### src/rtl/out_serializer_pkg.sv
// Shared defaults, FSM encoding and derived widths
// for the word-to-byte output serializer.
package out_serializer_pkg;

   localparam int N_DEF     = 64;
   localparam int W_DEF     = 8;
   localparam int DEPTH_DEF = 4;
   localparam int BPW_DEF   = N_DEF / W_DEF;
   localparam int PTR_W_DEF = $clog2(DEPTH_DEF);

   typedef enum logic {
      IDLE = 1'b0,
      SEND = 1'b1
   } state_e;

endpackage

### src/rtl/out_serializer_fifo.sv
// Word FIFO in front of the serializer; registered count,
// head word presented on dout while count is non-zero.
module out_fifo
   import out_serializer_pkg::*;
#(
   parameter int N     = N_DEF,
   parameter int DEPTH = DEPTH_DEF,
   parameter int CNT_W = $clog2(DEPTH + 1)
) (
   input  logic             clk,
   input  logic             rst,
   input  logic             push_i,
   input  logic             pop_i,
   input  logic [N-1:0]     din_i,
   output logic [N-1:0]     dout_o,
   output logic [CNT_W-1:0] count_o
);

   localparam int PTR_W = $clog2(DEPTH);

   logic [N-1:0]     mem_q [DEPTH];
   logic [PTR_W-1:0] wr_q;
   logic [PTR_W-1:0] rd_q;
   logic [CNT_W-1:0] count_q;

   // Storage has no reset; only pointers/count define validity.
   always_ff @(posedge clk) begin
      if (push_i) mem_q[wr_q] <= din_i;
   end

   always_ff @(posedge clk or posedge rst) begin
      if (rst) begin
         wr_q    <= '0;
         rd_q    <= '0;
         count_q <= '0;
      end else begin
         if (push_i) wr_q <= wr_q + 1'b1;
         if (pop_i)  rd_q <= rd_q + 1'b1;
         count_q <= count_q + CNT_W'(push_i) - CNT_W'(pop_i);
      end
   end

   assign dout_o  = mem_q[rd_q];
   assign count_o = count_q;

endmodule

### src/rtl/out_serializer.sv
// Captures result words into a FIFO and streams them out
// LSB-byte first over a valid/ready byte handshake.
module out_serializer
   import out_serializer_pkg::*;
#(
   parameter int N     = N_DEF,
   parameter int W     = W_DEF,
   parameter int DEPTH = DEPTH_DEF
) (
   input  logic         clk,
   input  logic         rst,
   input  logic         word_valid,
   input  logic [N-1:0] word_in,
   output logic [W-1:0] byte_out,
   output logic         byte_valid,
   input  logic         byte_ready,
   output logic         full,
   output logic         overflow,
   output logic         busy
);

   localparam int BPW   = N / W;
   localparam int IDX_W = (BPW > 1) ? $clog2(BPW) : 1;
   localparam int CNT_W = $clog2(DEPTH + 1);

   state_e           state_q, state_d;
   logic [N-1:0]     sh_q, sh_d;
   logic [IDX_W-1:0] idx_q, idx_d;
   logic             ovf_q, ovf_d;
   logic             full_q, full_d;

   logic             fire, last, nempty, pop, push;
   logic [N-1:0]     head;
   logic [CNT_W-1:0] count;

   out_fifo #(
      .N     (N),
      .DEPTH (DEPTH),
      .CNT_W (CNT_W)
   ) u_fifo (
      .clk     (clk),
      .rst     (rst),
      .push_i  (push),
      .pop_i   (pop),
      .din_i   (word_in),
      .dout_o  (head),
      .count_o (count)
   );

   always_comb begin
      state_d = state_q;
      sh_d    = sh_q;
      idx_d   = idx_q;
      fire    = (state_q == SEND) && byte_ready;
      last    = fire && (idx_q == IDX_W'(BPW - 1));
      nempty  = (count != '0);
      // Pop decisions use the pre-write count: no fallthrough.
      pop     = nempty && ((state_q == IDLE) || last);
      push    = word_valid && ((count != CNT_W'(DEPTH)) || pop);
      ovf_d   = ovf_q || (word_valid && !push);
      full_d  = (count + CNT_W'(push) - CNT_W'(pop))
                == CNT_W'(DEPTH);
      if (pop) begin
         sh_d    = head;
         idx_d   = '0;
         state_d = SEND;
      end else if (last) begin
         state_d = IDLE;
      end else if (fire) begin
         sh_d  = sh_q >> W;
         idx_d = idx_q + 1'b1;
      end
   end

   always_ff @(posedge clk or posedge rst) begin
      if (rst) begin
         state_q <= IDLE;
         sh_q    <= '0;
         idx_q   <= '0;
         ovf_q   <= 1'b0;
         full_q  <= 1'b0;
      end else begin
         state_q <= state_d;
         sh_q    <= sh_d;
         idx_q   <= idx_d;
         ovf_q   <= ovf_d;
         full_q  <= full_d;
      end
   end

   assign byte_out   = sh_q[W-1:0];
   assign byte_valid = (state_q == SEND);
   assign full       = full_q;
   assign overflow   = ovf_q;
   assign busy       = nempty || (state_q == SEND);

endmodule
### config.mk
export PLATFORM = sky130hd
export DESIGN_NAME = out_serializer
export DESIGN_NICKNAME = d
export VERILOG_FILES = /design/src/rtl/out_serializer_pkg.sv /design/src/rtl/out_serializer_fifo.sv /design/src/rtl/out_serializer.sv
export SDC_FILE = /design/constraint.sdc
export NUM_CORES = 1
export LEC_CHECK = 0
export CAP_MARGIN = 20
export CORE_MARGIN = 4
export CORE_UTILIZATION = 45
export CTS_CLUSTER_SIZE = 25
export DETAILED_ROUTE_END_ITERATION = 16
export PLACE_DENSITY = 0.71
export SYNTH_ARGS = -nofsm -noshare
export SYNTH_HDL_FRONTEND = slang
export SYNTH_SLANG_ARGS = --single-unit
export TNS_END_PERCENT = 30
### constraint.sdc
create_clock -name clk -period 9.94 [get_ports clk]
set_input_delay 1.988 -clock clk [delete_from_list [all_inputs] [get_ports clk]]
set_output_delay 1.988 -clock clk [all_outputs]
set_load 0.01 [all_outputs]
==> run metrics <==
hold-fix buffer count after cts 0; pin count of the biggest net entering global routing 78; Total Die Area 31000 um^2; fin worst setup slack between 5000 and 6000 ps; max-slew violations 0; CP Max Fanout 12; GRT Util Overall between 10% and 20%; Core Util, Final 54.1%; starting density of the core between 40% and 50%; PD cells around 290 nW/um^2; routed wire length 24200 um; Synth top cells by count edfxtp_1, dfrtp_1, mux4_2; Sw Share 26.6%; outcome finished clean; Row Count 61; global-route wire length before repair 38300 um; dpl hpwl 14300 um; sequential power share 48.0%; Slew @ Worst Pin 1000 ps; Final setup viols 0; RSZ-0062 raised after global routing false; Fmax 0.245 GHz; fin crit period 4080 ps; Primary FF master, synth edfxtp_1; number of I/O port buffers 79; ys async rst share 23.1%; crit path kind in2reg; Final Skew 19.1 ps; Crit path required time between 10000 and 15000 ps; Worst VDD drop 0.178 mV; Clock Path Buffers 3; Critical Path AT 4500 ps; yosys warns 0; Area Overhead vs Synth 18.2%; Core ar. about 28000 um^2; Pint approximately 3.1 mW; CP Capture Type flip-flop; net count reported at finish about 790; post-synth design cell area 12700 um^2; combinational power share 21.2%; initial antenna violation count 0; Clk pwr share around 30%; top-area cell type share of the netlist area 60.5%; Fin. Hold Viols 0; syn_area_per_cell around 20 um^2; layout cells sized above 1 19.6%; Fin Setup TNS 0 ps; Reg clk slew, reported paths 60 ps; post-CTS sizing 0; vias in the first global route 6672; GRT overflow 0; TritonCTS Buffers 34; TritonCTS clock tree done; sequential area share after synthesis 75.7%; crit path launch type input pin; Mapped Cells about 630; Top Ports 80; Leak 5.48 nW; cell area after layout between 15000 and 20000 um^2; GP Congestion roughly 0.8; # clock sinks 333; number of flops mapped to enable cells by yosys 256; Vias 6212; Slew Limit Headroom about a third; worst min-delay path class reg2reg; 1st-iter DRT viols 504; top cells by area in the synthesized netlist edfxtp_1, dfrtp_1, mux4_2, a221o_1, and3_1; CTS H-tree lvls 2; syn nets 709; Unique masters post-synth 32; sw power ~1.1 mW; Detailed Routing Iterations Pass 1 7; die boundary width between 150 and 200 um; post-CTS setup repair buffer count 0; Tcrit/Tclk final 41.1%; DRC Markers 0; register bit count reported by yosys 333; Antenna Diode Count 0; DR WL/cell 21.8 um; Fillers 2126; clk_lat worst skew around 500 ps; number of max-cap violations 0; cell taking the most area after synthesis edfxtp_1; most frequent cell after synthesis edfxtp_1; post-route ant nets 0; placed cell area 13800 um^2; vias per inst ~5.6; pre-CTS setup slack about 5400 ps; die extent in y about 180 um; Root Buffer clkbuf_16
## placed cells by master (no fill, tap or decap), types with 10 or more instances in the layout
master	n
a221o_1	56
o21ai_0	10
clkdlybuf4s50_1	79
and3_1	56
nand2_1	13
edfxtp_1	256
clkbuf_16	38
dfrtp_1	75
buf_4	12
mux4_2	64
## flip-flops by register name (all words and copies together) (netlist names)
register	flops
full	1
sh_q	64
u_fifo.wr_q	2
overflow	1
byte_valid	1
u_fifo.count_o	3
idx_q	3
u_fifo.rd_q	2
u_fifo.mem_q	256
## layout make-up
class / count / area (um^2) / share of cell area, %
sequential: 333 / 9620 / 64.1
multi-input combinational: 241 / 2810 / 18.7
clock buffer: 50 / 1070 / 7.10
timing repair buffer: 91 / 881 / 5.87
tap: 378 / 473 / 3.15
clock inverter: 12 / 136 / 0.908
inverter: 8 / 30.0 / 0.200
## worst paths after layout
kind / startpoint / to / slack (ps) / depth (start not counted)
hold reg to reg: overflow / overflow / 490 / 1
min in group asynchronous: rst / sh_q[5] / 2100 / 3
hold / removal: overflow / overflow / 490 / 1
max in group asynchronous: rst / u_fifo.rd_q[0] / 7100 / 3
setup reg to reg: idx_q[0] / full / 7070 / 10
setup / recovery: byte_ready / full / 5860 / 9
## worst max-delay path, stage by stage
cell	delay, ps
clkdlybuf4s50_1	510
a21boi_0	150
nor2_1	570
ha_1	250
inv_1	40
ha_1	190
fa_1	400
xnor2_1	200
nor3b_1	210
## metal layers
metal	track usage [%]	vias to the layer above	wire length (um)
li1	-	2749	-
met1	21.0	3250	10000
met2	27.7	179	12500
met3	3.02	34	1210
met4	4.45	0	467
met5	0	-	0
## cell families after synthesis
group | after synthesis | synth area share, %
fa+ha+maj | 9 | 0.946
xor+xnor | 5 | 0.345
flops | 333 | 75.7
compound gates | 71 | 5.11
simple gates | 90 | 4.08
mux | 66 | 11.5
buf+inv | 58 | 2.31
## power groups by stage
| stage | registers (mW) | clock network, mW | logic, mW |
|---|---|---|---|
| final | 2.06 | 1.32 | 0.907 |
| after global routing | 2.09 | 1.41 | 0.984 |
| after CTS | 2.06 | 1.35 | 0.929 |
| after detailed placement | 2.09 | 0 | 0.928 |
| after global placement | 2.07 | 0 | 0.901 |
| after floorplan | 1.97 | 0 | 0.742 |
## per-stage QoR
step           instances  hold slack, ps  power (mW)
2_1_floorplan        632             479        2.71
3_3_place_gp        1051             484        2.97
3_5_place_dp        1051             479        3.01
4_1_cts             1113             492        4.34
5_1_grt             1113             526        4.49
6_report            1113             492        4.28
No activity file was read; power rests on OpenSTA's default activity.
